[config.mk]
export PLATFORM = sky130hd
export DESIGN_NAME = rv32_fetch_unit_flat
export DESIGN_NICKNAME = d
export VERILOG_FILES = /design/src/rtl/rv32_fetch_unit_pkg.sv /design/src/rtl/rv32_fetch_unit_if.sv /design/src/rtl/rv32_fetch_queue.sv /design/src/rtl/rv32_fetch_unit.sv /design/src/flat_wrapper.sv
export SDC_FILE = /design/constraint.sdc
export NUM_CORES = 1
export LEC_CHECK = 0
export ABC_AREA = 1
export BUFFER_PORTS_ARGS = -buffer_cell sky130_fd_sc_hd__buf_2
export CAP_MARGIN = 20
export CORE_MARGIN = 2
export CORE_UTILIZATION = 50
export CTS_CLUSTER_SIZE = 8
export DETAILED_ROUTE_END_ITERATION = 8
export PLACE_DENSITY_LB_ADDON = 0.08
export SLEW_MARGIN = 20
export SYNTH_ARGS = -nofsm -noshare
export SYNTH_HDL_FRONTEND = slang
export SYNTH_SLANG_ARGS = --single-unit
[constraint.sdc]
create_clock -name clk -period 3.8 [get_ports clk]
set_input_delay 1.14 -clock clk [delete_from_list [all_inputs] [get_ports clk]]
set_output_delay 1.14 -clock clk [all_outputs]
set_load 0.05 [all_outputs]
[src/rtl/rv32_fetch_unit_pkg.sv]
// Shared constants for the RV32 fetch stage: PC step, NOP encoding
// and the bit layout of a queued {pc, inst} entry.
package rv32_fetch_unit_pkg;

    localparam int unsigned PC_INC = 4;
    localparam logic [31:0] NOP_INST = 32'h0000_0013;

    // Queue entry layout: pc in [XLEN+31:32], inst in [31:0]
    localparam int unsigned INST_W = 32;
    localparam int unsigned ENT_INST_LSB = 0;
    localparam int unsigned ENT_PC_LSB = 32;

endpackage

[src/rtl/rv32_fetch_unit_if.sv]
// Fetch-stage bus: instruction-memory port, instruction handshake
// to the consumer, redirect/halt inputs and status flags.
// master = fetch unit side, slave = memory/consumer side.
interface rv32_fetch_unit_if #(
    parameter int XLEN    = 32,
    parameter int IMEM_AW = 6
);
    logic [IMEM_AW-1:0] imem_addr;
    logic [31:0]        imem_data;
    logic               inst_valid;
    logic [31:0]        inst;
    logic [XLEN-1:0]    inst_pc;
    logic               inst_ready;
    logic               redirect_valid;
    logic [XLEN-1:0]    redirect_target;
    logic               halt;
    logic               halted;
    logic               misaligned;

    modport master (
        output imem_addr,
        input  imem_data,
        output inst_valid, inst, inst_pc,
        input  inst_ready,
        input  redirect_valid, redirect_target, halt,
        output halted, misaligned
    );

    modport slave (
        input  imem_addr,
        output imem_data,
        input  inst_valid, inst, inst_pc,
        output inst_ready,
        output redirect_valid, redirect_target, halt,
        input  halted, misaligned
    );
endinterface

[src/rtl/rv32_fetch_queue.sv]
// Synchronous FIFO holding fetched {pc, inst} entries.
// Ports: push/pop/flush controls, wdata in, combinational head rdata,
// full/empty status. Flush overrides push and pop.
module rv32_fetch_queue #(
    parameter int W     = 64,
    parameter int DEPTH = 4
) (
    input  logic         clk,
    input  logic         reset,
    input  logic         push,
    input  logic         pop,
    input  logic         flush,
    input  logic [W-1:0] wdata,
    output logic [W-1:0] rdata,
    output logic         full,
    output logic         empty
);
    localparam int PW = $clog2(DEPTH);
    localparam int CW = PW + 1;

    logic [W-1:0]  mem_q [DEPTH];
    logic [PW-1:0] rd_ptr_q, rd_ptr_d;
    logic [PW-1:0] wr_ptr_q, wr_ptr_d;
    logic [CW-1:0] count_q, count_d;
    logic          do_push, do_pop;

    assign empty   = (count_q == '0);
    assign full    = (count_q == CW'(DEPTH));
    assign rdata   = mem_q[rd_ptr_q];
    assign do_pop  = pop & ~empty;
    // When full, a push only fits if the head leaves this cycle
    assign do_push = push & (~full | do_pop);

    always_comb begin
        rd_ptr_d = rd_ptr_q;
        wr_ptr_d = wr_ptr_q;
        count_d  = count_q;
        if (flush) begin
            rd_ptr_d = '0;
            wr_ptr_d = '0;
            count_d  = '0;
        end else begin
            if (do_push) wr_ptr_d = wr_ptr_q + 1'b1;
            if (do_pop)  rd_ptr_d = rd_ptr_q + 1'b1;
            count_d = count_q + CW'(do_push) - CW'(do_pop);
        end
    end

    always_ff @(posedge clk or posedge reset) begin
        if (reset) begin
            rd_ptr_q <= '0;
            wr_ptr_q <= '0;
            count_q  <= '0;
        end else begin
            rd_ptr_q <= rd_ptr_d;
            wr_ptr_q <= wr_ptr_d;
            count_q  <= count_d;
        end
    end

    // Storage needs no reset; validity is tracked by count_q
    always_ff @(posedge clk) begin
        if (do_push && !flush) mem_q[wr_ptr_q] <= wdata;
    end

endmodule

[src/rtl/rv32_fetch_unit.sv]
// RV32 instruction-fetch stage: PC register, imem read, fetch queue,
// redirect and sticky halt. Ports: clk, reset (async, active-high),
// bus (rv32_fetch_unit_if.master). Optional FETCH_MISALIGN_TRAP_EN
// turns misaligned redirects into a halting trap.
module rv32_fetch_unit
    import rv32_fetch_unit_pkg::*;
#(
    parameter int              XLEN     = 32,
    parameter logic [XLEN-1:0] RESET_PC = '0,
    parameter int              QDEPTH   = 4,
    parameter int              IMEM_AW  = 6
) (
    input logic               clk,
    input logic               reset,
    rv32_fetch_unit_if.master bus
);
    localparam int ENT_W = XLEN + INST_W;

    logic [XLEN-1:0]  fetch_pc_q, fetch_pc_d;
    logic             halted_q, halted_d;
    logic             push, pop, flush;
    logic             q_full, q_empty;
    logic [ENT_W-1:0] q_head;
    logic [XLEN-1:0]  tgt;
    logic             bad_tgt;

    assign tgt = bus.redirect_target & ~XLEN'(3);

`ifdef FETCH_MISALIGN_TRAP_EN
    logic mis_q, mis_d;
    assign bad_tgt = |bus.redirect_target[1:0];
    assign bus.misaligned = mis_q;
`else
    assign bad_tgt = 1'b0;
    assign bus.misaligned = 1'b0;
`endif

    assign pop = ~q_empty & bus.inst_ready;

    always_comb begin
        fetch_pc_d = fetch_pc_q;
        halted_d   = halted_q;
        push       = 1'b0;
        flush      = 1'b0;
`ifdef FETCH_MISALIGN_TRAP_EN
        mis_d = mis_q;
`endif
        if (halted_q) begin
            // Frozen until reset
        end else if (bus.halt) begin
            halted_d = 1'b1;
            flush    = 1'b1;
        end else if (bus.redirect_valid) begin
            flush = 1'b1;
            if (bad_tgt) begin
                halted_d = 1'b1;
`ifdef FETCH_MISALIGN_TRAP_EN
                mis_d = 1'b1;
`endif
            end else begin
                fetch_pc_d = tgt;
            end
        end else if (!q_full || pop) begin
            push       = 1'b1;
            fetch_pc_d = fetch_pc_q + XLEN'(PC_INC);
        end
    end

    always_ff @(posedge clk or posedge reset) begin
        if (reset) begin
            fetch_pc_q <= RESET_PC;
            halted_q   <= 1'b0;
`ifdef FETCH_MISALIGN_TRAP_EN
            mis_q <= 1'b0;
`endif
        end else begin
            fetch_pc_q <= fetch_pc_d;
            halted_q   <= halted_d;
`ifdef FETCH_MISALIGN_TRAP_EN
            mis_q <= mis_d;
`endif
        end
    end

    rv32_fetch_queue #(
        .W     (ENT_W),
        .DEPTH (QDEPTH)
    ) u_queue (
        .clk   (clk),
        .reset (reset),
        .push  (push),
        .pop   (pop),
        .flush (flush),
        .wdata ({fetch_pc_q, bus.imem_data}),
        .rdata (q_head),
        .full  (q_full),
        .empty (q_empty)
    );

    assign bus.imem_addr  = fetch_pc_q[IMEM_AW+1:2];
    assign bus.halted     = halted_q;
    assign bus.inst_valid = ~q_empty;
    assign bus.inst    = q_empty ? '0 : q_head[ENT_INST_LSB +: INST_W];
    assign bus.inst_pc = q_empty ? '0 : q_head[ENT_PC_LSB +: XLEN];

endmodule

[src/flat_wrapper.sv]
// flat-port wrapper written by rule: the top's interface ports become plain ports
module rv32_fetch_unit_flat import rv32_fetch_unit_pkg::*;
#(
    parameter int              XLEN     = 32,
    parameter logic [XLEN-1:0] RESET_PC = '0,
    parameter int              QDEPTH   = 4,
    parameter int              IMEM_AW  = 6
)
  (clk, reset, bus_imem_addr, bus_imem_data, bus_inst_valid, bus_inst, bus_inst_pc, bus_inst_ready, bus_redirect_valid, bus_redirect_target, bus_halt, bus_halted, bus_misaligned);
  rv32_fetch_unit_if #(.XLEN(XLEN), .IMEM_AW(IMEM_AW)) bus_i ();
  input logic clk;
  input logic reset;
  output wire logic [$bits(bus_i.imem_addr)-1:0] bus_imem_addr;
  input wire logic [$bits(bus_i.imem_data)-1:0] bus_imem_data;
  output wire logic [$bits(bus_i.inst_valid)-1:0] bus_inst_valid;
  output wire logic [$bits(bus_i.inst)-1:0] bus_inst;
  output wire logic [$bits(bus_i.inst_pc)-1:0] bus_inst_pc;
  input wire logic [$bits(bus_i.inst_ready)-1:0] bus_inst_ready;
  input wire logic [$bits(bus_i.redirect_valid)-1:0] bus_redirect_valid;
  input wire logic [$bits(bus_i.redirect_target)-1:0] bus_redirect_target;
  input wire logic [$bits(bus_i.halt)-1:0] bus_halt;
  output wire logic [$bits(bus_i.halted)-1:0] bus_halted;
  output wire logic [$bits(bus_i.misaligned)-1:0] bus_misaligned;
  assign bus_imem_addr = bus_i.imem_addr;
  assign bus_i.imem_data = bus_imem_data;
  assign bus_inst_valid = bus_i.inst_valid;
  assign bus_inst = bus_i.inst;
  assign bus_inst_pc = bus_i.inst_pc;
  assign bus_i.inst_ready = bus_inst_ready;
  assign bus_i.redirect_valid = bus_redirect_valid;
  assign bus_i.redirect_target = bus_redirect_target;
  assign bus_i.halt = bus_halt;
  assign bus_halted = bus_i.halted;
  assign bus_misaligned = bus_i.misaligned;
  rv32_fetch_unit #(.XLEN(XLEN), .RESET_PC(RESET_PC), .QDEPTH(QDEPTH), .IMEM_AW(IMEM_AW)) u_core (.clk(clk), .reset(reset), .bus(bus_i));
endmodule
### Yosys cells after proc, flatten, opt, wreduce, memory -nomap -nowiden

Memory sizes are Yosys's and may differ from the RTL's.
Index checks and enable logic that the tools add are counted.

| operators by class | value |
|---|---|
| add/sub/neg operators | 5 |
| eq/ne operators | 1 |
| multiplexer cells | 20 |
| bitwise operators | 8 |
| reduce and logical (&&, ||, !) cells | 9 |

Operators by type and width:

| operator | count |
|---|---|
| 2-to-1 mux 32 bit | 4 |
| adder 32 x 3 -> 32 bit (second input constant) | 1 |
| 2-to-1 mux 1 bit | 11 |
| 2-to-1 mux 2 bit | 4 |
| nonzero test 2 bit | 3 |
| adder 2 x 1 -> 2 bit (second input constant) | 2 |
| NOT 1 bit | 4 |
| adder 3 x 1 -> 3 bit | 1 |
| bitwise AND 1 bit | 3 |
| equality test 3 bit (second input constant) | 1 |
| logical NOT 3 bit | 1 |
| 2-to-1 mux 3 bit | 1 |
| AND reduction 3 bit | 1 |
| subtractor 3 x 1 -> 3 bit | 1 |
| logical NOT 1 bit | 2 |
| logical AND 1 bit | 1 |
| logical OR 1 bit | 1 |
| OR 1 bit | 1 |

| storage, ports and cells | value |
|---|---|
| flip-flop bits (word level) | 40 |
| memory bits (writable) | 256 |
| output and inout port bits | 73 |
| logic and storage cells | 49 |
| memories | 1 |

Memories:

| name | depth | bits a word | rd ports | clocked after Yosys merged registers in | write ports | RTL line | text |
|---|---|---|---|---|---|---|---|
| u_core.u_queue.mem_q | 4 | 64 | 1 | 0 | 1 | rv32_fetch_queue.sv:21 | `logic [W-1:0] mem_q [DEPTH];` |

### Depth between registers and ports, before layout

Gate-level depths: netlist of run 1.

| logic depth | value |
|---|---|
| depth after elaboration | 12 |
| mapped depth | 11 |
| depth with buffers taken out | 11 |

### Cells and area by module

Synthesis of run 1 repeated with hierarchy kept, for this count alone.

| unflattened totals | value |
|---|---|
| cells, all modules | 1227 |
| area, all modules | 13135.1 sq um |

Modules (own cells, without submodules):

| module | instances | cells an instance | area an instance (sq um) | seq. area each (sq um) |
|---|---|---|---|---|
| rv32_fetch_queue | 1 | 682 | 10168.5 | 7862.5 |
| rv32_fetch_unit | 1 | 545 | 2966.6 | 775.7 |

### Worst setup path after synthesis of run 1

No wires, ideal clock.

| timing path | value |
|---|---|
| path kind | input to register |
| from | input port bus_redirect_valid |
| to | memory u_core.u_queue.mem_q[0][0], enable pin |
| arrival | 4324 ps |
| slack | -1007 ps |
| cell stages on the path | 5 |
| cell sequence | buf_2 inv_1 buf_4 nand3_2 nor2_1 |

| on the way | value |
|---|---|
| word-level cells in the longest chain between the ends | 7 |
| elaborated cells on any way between the ends | 11 |
| those cells by class | mux (8); bitwise (1); reduce/logical (2) |

Ends and longest elaborated chain:

| element | RTL line | text |
|---|---|---|
| start, declared | flat_wrapper.sv:19 | `input wire logic [$bits(bus_i.redirect_valid)-1:0] bus_redirect_valid;` |
| 2-to-1 mux 1 bit | rv32_fetch_unit.sv:53 | `end else if (bus.redirect_valid) begin` |
| 2-to-1 mux 1 bit | rv32_fetch_unit.sv:50 | `end else if (bus.halt) begin` |
| 2-to-1 mux 1 bit | rv32_fetch_unit.sv:48 | `if (halted_q) begin` |
| bitwise AND 1 bit / logical NOT 1 bit (equally long branches) | rv32_fetch_queue.sv:32, rv32_fetch_queue.sv:63 |  |
| logical AND 1 bit (*) | rv32_fetch_queue.sv:63 | `if (do_push && !flush) mem_q[wr_ptr_q] <= wdata;` |
| 2-to-1 mux 1 bit (*) | rv32_fetch_queue.sv:63 |  |
| 2-to-1 mux 1 bit (implied by the code) (*) | rv32_fetch_queue.sv:63 |  |
| end, declared | rv32_fetch_queue.sv:21 |  |

Every way passes the cells marked *; elsewhere a longest branch is shown, timed or not.

### Worst setup path in the final report of run 1

| timing path | value |
|---|---|
| from | register u_core.u_queue.rd_ptr_q[1] |
| to | output port bus_inst_pc[17] |

| on the way | value |
|---|---|
| word-level cells in the longest chain between the ends | 2 |

Ends and longest elaborated chain:

| element | RTL line | text |
|---|---|---|
| start, declared | rv32_fetch_queue.sv:22 | `logic [PW-1:0] rd_ptr_q, rd_ptr_d;` |
| start signal, assigned | rv32_fetch_queue.sv:55 | `rd_ptr_q <= rd_ptr_d;` |
| memory read (4 x 64 bit) | -- |  |
| 2-to-1 mux 32 bit | rv32_fetch_unit.sv:104 | `assign bus.inst_pc = q_empty ? '0 : q_head[ENT_PC_LSB +: XLEN];` |
| end, declared | flat_wrapper.sv:17 | `output wire logic [$bits(bus_i.inst_pc)-1:0] bus_inst_pc;` |

Every way passes these cells.

==> impl_metrics.env, run 1 <==
export IMPL_netSwitchingPower_w=0.005011
export IMPL_drv_cap=0
export IMPL_setup_worst_path_end_class="output pin"
export IMPL_worst_setup_path_type="reg -> out"
export IMPL_postLayoutSetupSlackWorst_ps=196.8
export IMPL_power_share_combinational_pct=39.9
export IMPL_worstPathCellList="inv_2 > buf_12 > nor2_1 > o21ai_0 > a21oi_1 > buf_2"
export IMPL_hp_class="reg -> reg"
export IMPL_cts_made_buffers=41
export IMPL_path_max_fanout=38
export IMPL_hold_violations=0
export IMPL_synth_edf_count=248
export IMPL_vias=8627
export IMPL_design_area_um2=14550
export IMPL_initial_core_util_pct=50.75
export IMPL_peakVddDrop_mv=0.4516
export IMPL_post_cts_setup_buffer_count=0
export IMPL_worstPathRequired_ps=2660
export IMPL_min_path_cells=1
export IMPL_pin_count=142
export IMPL_leakagePower_nw=5.509
export IMPL_p_per_area_nw_per_um2=808.6
export IMPL_insertion_delay_ps=520
export IMPL_synth_common_cells="336 x nor2_1, 248 x edfxtp_1, 145 x nand2_1, 145 x o21ai_0, 80 x a21oi_1"
export IMPL_antenna_cells=0
export IMPL_rsz0062_at_grt="no"
export IMPL_grt_util_all_layers_pct=21.77
export IMPL_slew_violations=0
export IMPL_grt_overflow_total=0
export IMPL_status="finished, violations left"
export IMPL_post_route_util_pct=60.01
export IMPL_pwr_share_clk_pct=28.0
export IMPL_dp_hpwl_um=16060
export IMPL_ys_types=30
export IMPL_hold_buffers=0
export IMPL_ys_seq_area_share_pct=68.24
export IMPL_period_minus_slack_ps=3603
export IMPL_critPathMaxStageDelay_ps=680
export IMPL_htreeDepth=2
export IMPL_synth_largest_area_cell="edfxtp_1"
export IMPL_die_area_um2=25880
export IMPL_antenna_left=0
export IMPL_synthTopCellsByArea="edfxtp_1 61%, nor2_1 10%, dfrtp_1 7.7%"
export IMPL_postSynthCellCount=1178
export IMPL_ctsLongestPathBuffers=3
export IMPL_worstRegToRegCells=12
export IMPL_ys_ff_latch=286
export IMPL_area_growth_pct=18.23
export IMPL_fp_coreArea_um2=24250
export IMPL_die_x_um=160.9
export IMPL_wl_um=27720
export IMPL_grt_pass1_vias=8307
export IMPL_worstPathArrival_ps=2460
export IMPL_grt_max_degree=67
export IMPL_firstDrtPassIters=9
export IMPL_syn_area_um2=12310
export IMPL_setup_viol=0
export IMPL_drive_gt1_share_pct=16.38
export IMPL_max_clock_freq_mhz=277.5
export IMPL_maxSlewHeadroom_pct=57.61
export IMPL_vias_per_cell=5.194
export IMPL_critPathLaunchType="flop"
export IMPL_port_buffers=136
export IMPL_tightestPinTransition_ps=635.2
export IMPL_p_int_w=0.006755
export IMPL_drc_errors=3
export IMPL_cpMaxStageDelayCell="dfrtp_2"
export IMPL_rows=57
export IMPL_clockRootBuffer="clkbuf_16"
export IMPL_hp_start="u_core.u_queue.wr_ptr_q[0]"
export IMPL_clk_pin_slew_ps=50
export IMPL_dp_worst_setup_slack_ps=650.5
export IMPL_yosys_warnings=0
export IMPL_gp_congestion=0.8503
export IMPL_ys_flop_type="edfxtp_1"
export IMPL_fin_crit_sh_pct=94.82
export IMPL_synth_top_area_share_pct=60.51
export IMPL_cts_tree="built"
export IMPL_cts_sinks=286
export IMPL_antenna_found_initial=0
export IMPL_p_sw_share_pct=42.59
export IMPL_routedWlPerCell_um=16.69
export IMPL_violations="DRC"
export IMPL_placed_cell_area_um2=13370
export IMPL_r2r_start="u_core.u_queue.count_q[1]"
export IMPL_cts_resized=0
export IMPL_grt_pass1_wl_um=43840
export IMPL_die_h_um=160.9
export IMPL_fin_worst_skew_ps=23.59
export IMPL_ys_async_sr_fraction_pct=13.29
export IMPL_yosysMostFrequentCell="nor2_1"
export IMPL_fin_nets=1389
export IMPL_cp_startpoint="u_core.u_queue.rd_ptr_q[1]"
export IMPL_drt_iter0_markers=505
export IMPL_syn_area_per_cell_um2=10.45
export IMPL_seq_power_share_pct=32.1
[per-stage QoR]
| step | total power (W) | cells | hold slack, ps | TNS, ps |
|---|---|---|---|---|
| after floorplan | 0.007326 | 1180 | 514.1 | -249690 |
| after global placement | 0.008518 | 1593 | 548.6 | 0 |
| after detailed placement | 0.008568 | 1593 | 561.3 | 0 |
| after CTS | 0.01189 | 1661 | 568.2 | 0 |
| after global routing | 0.01238 | 1661 | 608.6 | 0 |
| final | 0.01177 | 1661 | 567.8 | 0 |
[power by group through the flow]
stage / registers [W] / logic (W) / clock network (W)
after floorplan: 0.00367 / 0.00365 / 0
after global placement: 0.00383 / 0.00469 / 0
after detailed placement: 0.00384 / 0.00473 / 0
after CTS: 0.00378 / 0.00475 / 0.00336
after global routing: 0.00380 / 0.00507 / 0.00351
final: 0.00378 / 0.00470 / 0.00329
[placed cells by master (no fill, tap or decap), types with 2 or more instances in the layout]
cell type	instances
conb_1	3
nor2_4	6
nor2_2	3
clkbuf_1	23
edfxtp_1	248
inv_1	51
nand2_1	145
o21bai_1	3
buf_4	13
ha_1	7
o21ai_0	145
dfrtp_1	36
a31oi_1	2
o22ai_1	2
buf_2	136
clkbuf_16	43
inv_2	2
a21oi_1	80
nor2_1	332
buf_12	8
nand3_1	33
xor2_1	3
[worst paths after layout]
| kind | end | slack (ps) |
|---|---|---|
| hold reg to reg | u_core.u_queue.wr_ptr_q[0] | 570 |
| max in group asynchronous | u_core.u_queue.rd_ptr_q[0] | 2610 |
| setup / recovery | bus_inst_pc[17] | 200 |
| setup reg to reg | u_core.u_queue.count_q[2] | 1350 |
| hold / removal | u_core.u_queue.wr_ptr_q[0] | 570 |
| min in group asynchronous | u_core.fetch_pc_q[17] | 760 |
[cell families after synthesis]
logic type                 synth area share [%]
other                                   0.03047
AOI/OAI and AO/OA                         9.577
buffers and inverters                     4.351
and+or+nand+nor                           16.64
xor gates and xnor gates                 0.2847
adders and majority gates                0.8743
DFF                                       68.24
[routing by layer]
| metal | GRT usage, % | share of wire, % | vias to the layer above |
|---|---|---|---|
| li1 | - | - | 4255 |
| met1 | 29.49 | 44 | 4051 |
| met2 | 36.60 | 49 | 279 |
| met3 | 3.538 | 5.8 | 42 |
| met4 | 6.412 | 1.8 | 0 |
| met5 | 0 | 0 | - |
[cell type report]
class	count	area, µm²
clock buffers	67	1176
clock inverters	1	8.758
fillers	2004	9698
inverters	53	198.9
multi-input cells	773	3420
flip-flops and latches	286	8403
well taps	324	405.4
repair buffers	157	938.4
[flip-flops by register name, indices dropped and copies added, names as in the netlist]
name	count
u_core.u_queue.rd_ptr_q	2
u_core.u_queue.count_q	3
u_core.fetch_pc_q	30
u_core.u_queue.mem_q	248
u_core.bus.halted	1
u_core.u_queue.wr_ptr_q	2
[critical path, delay by kind of cell (launching register included)]
family                 cells  cell delay, ps
AO/OA/AOI/OAI              2             380
buffers and inverters      3             780
flip-flops                 1             680
AND/OR/NAND/NOR            1             120
No activity file was read; power rests on OpenSTA's default activity.
==> inputs of run 2 (changes only) <==
Settings changed: SYNTH_HIERARCHICAL set to 1.
==> run 2 against run 1 <==
The run now ends clean. Core utilization shrank 0.51 points. Largest power group is now registers. Sequential share of layout area down 1.7 points. Synthesized cell count is 4.2% higher.
==> impl_metrics.env, run 2 <==
export IMPL_status="complete, no violations"
export IMPL_period_minus_slack_ps=3621
export IMPL_yosys_warnings=6
export IMPL_fin_nets=1450
export IMPL_hold_violations=0
export IMPL_ys_ff_latch=294
export IMPL_ys_flop_type="edfxtp_1"
export IMPL_vias_per_cell=5.234
export IMPL_cts_sinks=294
export IMPL_leakagePower_nw=6.202
export IMPL_clockRootBuffer="clkbuf_16"
export IMPL_largest_register="u_core/u_queue/mem_q"
export IMPL_drv_cap=0
export IMPL_reg_largest_list="u_core/u_queue/mem_q x256, u_core/fetch_pc_q x30, u_core/u_queue/count_q x3"
export IMPL_tightestPinTransition_ps=668.3
export IMPL_drive_gt1_share_pct=19.10
export IMPL_syn_area_um2=13140
export IMPL_ys_seq_area_share_pct=65.76
export IMPL_post_route_util_pct=59.50
export IMPL_initial_core_util_pct=50.69
export IMPL_cts_tree="built"
export IMPL_placed_cell_area_um2=14230
export IMPL_ys_async_sr_fraction_pct=12.93
export IMPL_wl_um=28830
export IMPL_ctsLongestPathBuffers=3
export IMPL_antenna_found_initial=0
export IMPL_insertion_delay_ps=520
export IMPL_postLayoutSetupSlackWorst_ps=179.4
export IMPL_rsz0062_at_grt="no"
export IMPL_critPathLaunchType="flop"
export IMPL_maxSlewHeadroom_pct=55.45
export IMPL_synth_largest_area_cell="edfxtp_1"
export IMPL_fillCellCount=2187
export IMPL_grt_overflow_total=0
export IMPL_max_clock_freq_mhz=276.2
export IMPL_ys_types=38
export IMPL_dp_hpwl_um=16730
export IMPL_post_cts_setup_buffer_count=0
export IMPL_largest_reg_flops=256
export IMPL_clk_pin_slew_ps=50
export IMPL_slew_violations=0
export IMPL_port_buffers=138
export IMPL_synthTopCellsByArea="edfxtp_1 59%, nor2_1 7.7%, dfrtp_1 7.2%"
export IMPL_grt_util_all_layers_pct=20.98
export IMPL_htreeDepth=2
export IMPL_setup_viol=0
export IMPL_syn_area_per_cell_um2=10.71
export IMPL_hp_class="reg -> reg"
export IMPL_antenna_cells=0
export IMPL_worstPathRequired_ps=2660
export IMPL_place_inst=1665
export IMPL_fp_coreArea_um2=25910
export IMPL_worstPathArrival_ps=2480
export IMPL_layout_cells_non_filler=1733
export IMPL_die_x_um=166.1
export IMPL_synth_common_cells="270 x nor2_1, 256 x edfxtp_1, 155 x nand2_1"
export IMPL_synth_top_area_share_pct=58.53
export IMPL_finalSetupTns_ps=0
export IMPL_rows=59
export IMPL_pin_count=142
export IMPL_die_area_um2=27580
export IMPL_design_area_um2=15420
export IMPL_antenna_left=0
export IMPL_area_growth_pct=17.36
export IMPL_peakVddDrop_mv=0.3092
export IMPL_drc_errors=0
export IMPL_fin_worst_skew_ps=25.18
export IMPL_final_cell_mix="266 x nor2_1, 256 x edfxtp_1, 155 x nand2_1"
export IMPL_cts_made_buffers=42
export IMPL_routedWlPerCell_um=16.63
export IMPL_grt_max_degree=132
export IMPL_path_max_fanout=54
export IMPL_fin_crit_sh_pct=95.28
export IMPL_grt_pass1_vias=8550
export IMPL_postSynthCellCount=1227
export IMPL_setup_worst_path_end_class="output pin"
export IMPL_p_per_area_nw_per_um2=448.4
export IMPL_yosysMostFrequentCell="nor2_1"
export IMPL_dp_worst_setup_slack_ps=463.2
export IMPL_gp_congestion=0.8284
export IMPL_cts_resized=0
export IMPL_worst_setup_path_type="reg -> out"
export IMPL_vias=9071
export IMPL_final_common_cell="nor2_1"
export IMPL_hold_buffers=0
export IMPL_grt_pass1_wl_um=46050
export IMPL_die_h_um=166.1
export IMPL_firstDrtPassIters=4
export IMPL_drt_iter0_markers=616
export IMPL_synth_edf_count=256
run 2: cell types whose count changed after synthesis, sizes merged, moves of 8 or more:
cell    delta
a21oi     -75
inv       +64
o22ai     +62
nor2      -52
nand2     +14
nand3     +12
edfxtp     +8
run 2: critical path: stages (launching register included):
cell,delay (ps)
dfrtp_4,500
inv_4,320
buf_12,330
nor2_1,70
o22ai_1,210
inv_1,120
nor2_1,130
buf_2,280
run 2: worst paths after layout:
kind | to | cells after the start | startpoint | slack, ps
worst min-delay path | u_core/u_queue/wr_ptr_q[1] | 2 | u_core/u_queue/wr_ptr_q[1] | 580
max in group asynchronous | u_core/fetch_pc_q[6] | 3 | reset | 2710
worst max register to register | u_core/u_queue/mem_q[3][63] | 10 | u_core/u_queue/count_q[1] | 670
worst max-delay path | bus_inst_pc[17] | 7 | u_core/u_queue/rd_ptr_q[0] | 180
worst min register to register | u_core/u_queue/wr_ptr_q[1] | 2 | u_core/u_queue/wr_ptr_q[1] | 580
min in group asynchronous | u_core/u_queue/wr_ptr_q[0] | 2 | reset | 600
run 2: power by group:
part           leakage, nW  switching [W]  internal, W
clock network        0.569        0.00124      0.00209
registers             3.05              0      0.00350
logic                 2.58      0.0000561    0.0000341
total                 6.20        0.00130      0.00562
run 2: layer usage:
metal	GRT usage, %	vias up	wire (µm)
li1	-	4446	-
met3	3.289	42	1298
met4	5.406	0	496
met1	28.50	4370	12930
met5	0	-	0
met2	35.63	213	14100
run 2: layout make-up:
type | count | area [µm²] | area share (%)
multi-input cells | 755 | 3686 | 23.91
repair buffers | 162 | 1033 | 6.704
flip-flops and latches | 294 | 8643 | 56.07
clock buffers | 67 | 1176 | 7.629
inverters | 119 | 449.2 | 2.914
clock inverters | 1 | 8.758 | 0.05681
well taps | 335 | 419.2 | 2.719
run 2: kinds of logic (layout without fill, tap and decap cells):
group           after synthesis  count (layout)  share of synthesized area (%)
fa+ha+maj                     7               7                         0.7239
simple gates                505             505                          16.13
buf+inv                     186             349                          6.630
other cells                   1               9                        0.02855
xor+xnor                      8               8                         0.5335
flops                       294             294                          65.76
compound gates              226             226                          10.19
run 2: stage by stage:
step                total power, W  hold WS (ps)
global placement          0.003643         551.6
detailed placement        0.003646         560.3
CTS                       0.006989         573.5
floorplan                 0.003589         516.9
finish                    0.006913         575.9
global route              0.007142         588.5
==> inputs of run 3 (changes only) <==
Settings changed: CORE_MARGIN 2 to not set, REMOVE_ABC_BUFFERS set to 1, SYNTH_HIERARCHICAL 1 to not set.
==> run 3 against run 2 <==
Core utilization grew 0.12 points. Largest cell class unchanged. Non-clock buffer count fell by 4. Fmax grew 3.3%. Flip-flop and latch count down 8. Global-route usage rose by 1.5 points. Via count fell by 5.3%. First-iteration DRC count grew 15%. Total power rose by 67%. Clock skew is 12 ps lower.
==> impl_metrics.env, run 3 (synthesized netlist as in run 1, its figures left out) <==
export IMPL_status="complete, no violations"
export IMPL_rr_endpoint="u_core.u_queue.count_q[2]"
export IMPL_peakVddDrop_mv=0.4321
export IMPL_clockRootBuffer="clkbuf_16"
export IMPL_layout_cells_non_filler=1651
export IMPL_p_sw_share_pct=42.91
export IMPL_die_area_um2=25240
export IMPL_design_area_um2=14460
export IMPL_tightestPinTransition_ps=670.4
export IMPL_grt_pass1_vias=8383
export IMPL_hold_buffers=0
export IMPL_worst_path_dominant_cell_family="buffers and inverters"
export IMPL_grt_pass1_wl_um=44220
export IMPL_grt_util_all_layers_pct=22.53
export IMPL_ctsLongestPathBuffers=3
export IMPL_period_minus_slack_ps=3505
export IMPL_antenna_left=0
export IMPL_largest_register="u_core.u_queue.mem_q"
export IMPL_p_per_area_nw_per_um2=800.5
export IMPL_cpMaxStageDelayCell="dfrtp_4"
export IMPL_cts_made_buffers=41
export IMPL_p_int_w=0.006607
export IMPL_htreeDepth=2
export IMPL_rows=57
export IMPL_place_inst=1594
export IMPL_cp_num_buf_inv=3
export IMPL_hold_ws_ps=557.3
export IMPL_multi_input_area_um2=3420
export IMPL_grt_overflow_total=0
export IMPL_port_buffers=136
export IMPL_fin_crit_sh_pct=92.24
export IMPL_cts_sinks=286
export IMPL_setup_viol=0
export IMPL_wl_um=27720
export IMPL_firstDrtPassIters=7
export IMPL_leakagePower_nw=5.469
export IMPL_cts_resized=0
export IMPL_reg_largest_list="u_core.u_queue.mem_q x248, u_core.fetch_pc_q x30, u_core.u_queue.count_q x3"
export IMPL_r2r_start="u_core.u_queue.count_q[1]"
export IMPL_worstPathCellList="clkinv_2 > buf_4 > o21ai_0 > a21oi_1 > buf_2"
export IMPL_fin_nets=1390
export IMPL_drc_errors=0
export IMPL_fillCellCount=2087
export IMPL_r2r_slack_ps=1320
export IMPL_max_clock_freq_mhz=285.3
export IMPL_worst_setup_path_type="reg -> out"
export IMPL_vias_per_cell=5.204
export IMPL_register_area_um2=8403
export IMPL_gp_congestion=0.8204
export IMPL_largest_reg_flops=248
export IMPL_seq_power_share_pct=32.2
export IMPL_pin_count=142
export IMPL_critPathLaunchType="flop"
export IMPL_final_common_cell="nor2_1"
export IMPL_hp_start="u_core.bus.halted"
export IMPL_path_max_fanout=48
export IMPL_critPathMaxStageDelay_ps=640
export IMPL_holdPathEnd="u_core.bus.halted"
export IMPL_clk_pin_slew_ps=50
export IMPL_initial_core_util_pct=50.75
export IMPL_fp_coreArea_um2=24250
export IMPL_antenna_found_initial=0
export IMPL_drt_iter0_markers=706
export IMPL_hp_class="reg -> reg"
export IMPL_drive_gt1_share_pct=16.50
export IMPL_vias=8592
export IMPL_routedWlPerCell_um=16.79
export IMPL_hold_violations=0
export IMPL_die_h_um=158.9
export IMPL_fin_worst_skew_ps=13.05
export IMPL_worstRegToRegCells=12
export IMPL_setup_worst_path_end_class="output pin"
export IMPL_rsz0062_at_grt="no"
export IMPL_pwr_share_clk_pct=27.2
export IMPL_power_share_combinational_pct=40.6
export IMPL_cts_tree="built"
export IMPL_netSwitchingPower_w=0.004965
export IMPL_drv_cap=0
export IMPL_worstPathRequired_ps=2660
export IMPL_post_cts_setup_buffer_count=0
export IMPL_grt_max_degree=57
export IMPL_placed_cell_area_um2=13350
export IMPL_final_cell_mix="332 x nor2_1, 248 x edfxtp_1, 145 x nand2_1, 145 x o21ai_0, 136 x buf_2"
export IMPL_antenna_cells=0
export IMPL_area_growth_pct=17.46
export IMPL_slew_violations=0
export IMPL_worstPathArrival_ps=2370
export IMPL_dp_hpwl_um=15990
export IMPL_maxSlewHeadroom_pct=55.26
export IMPL_die_x_um=158.9
export IMPL_min_path_cells=2
export IMPL_cp_num_cells=5
export IMPL_insertion_delay_ps=510
[run 3: per-layer routing]
layer,routed length [µm],vias up,GRT usage [%]
met1,12470,4072,30.71
met4,365,0,5.988
met5,0,-,0
li1,-,4249,-
met3,1313,32,3.579
met2,13560,239,37.70
[run 3: how the worst max path moves through the flow]
stage / startpoint / to / slack [ps]
5_1_grt: u_core.u_queue.rd_ptr_q[0] / bus_inst_pc[2] / 160
6_report: u_core.u_queue.rd_ptr_q[0] / bus_inst_pc[2] / 290
3_3_place_gp: u_core.u_queue.rd_ptr_q[0] / bus_inst_pc[2] / 820
2_1_floorplan: bus_redirect_valid / u_core.u_queue.mem_q[0][0] / -1490
3_5_place_dp: u_core.u_queue.rd_ptr_q[0] / bus_inst[16] / 810
4_1_cts: u_core.u_queue.rd_ptr_q[0] / bus_inst_pc[2] / 270
[run 3: worst min-delay path, stage by stage, from the launching register on]
cell,delay [ps]
dfrtp_1,360
nor2_1,110
inv_1,60
[run 3: final cells by class]
| type | instances | share of cell area (%) |
|---|---|---|
| Timing Repair Buffer | 158 | 6.371 |
| Clock inverter | 2 | 0.1212 |
| Sequential cell | 286 | 58.13 |
| Inverter | 53 | 1.385 |
| Multi-Input combinational cell | 773 | 23.66 |
| Tap cell | 324 | 2.804 |
| Clock buffer | 55 | 7.530 |
[run 3: per-stage QoR]
step / total power (W) / setup WS (ps) / utilization (%) / setup TNS [ps]
after CTS: 0.01168 / 268.0 / 59.61 / 0
after global placement: 0.008453 / 824.1 / 55.05 / 0
after global routing: 0.01215 / 164.8 / 59.61 / 0
after floorplan: 0.007186 / -1495 / - / -459070
after detailed placement: 0.008506 / 810.7 / 55.05 / 0
final: 0.01157 / 294.8 / 59.61 / 0
[run 3: power by group through the flow]
stage | Clock [W] | Combinational (W) | Sequential, W
after floorplan | 0 | 0.00329 | 0.00390
after global placement | 0 | 0.00468 | 0.00377
after detailed placement | 0 | 0.00473 | 0.00378
after CTS | 0.00322 | 0.00474 | 0.00372
after global routing | 0.00335 | 0.00506 | 0.00374
final | 0.00315 | 0.00470 | 0.00372
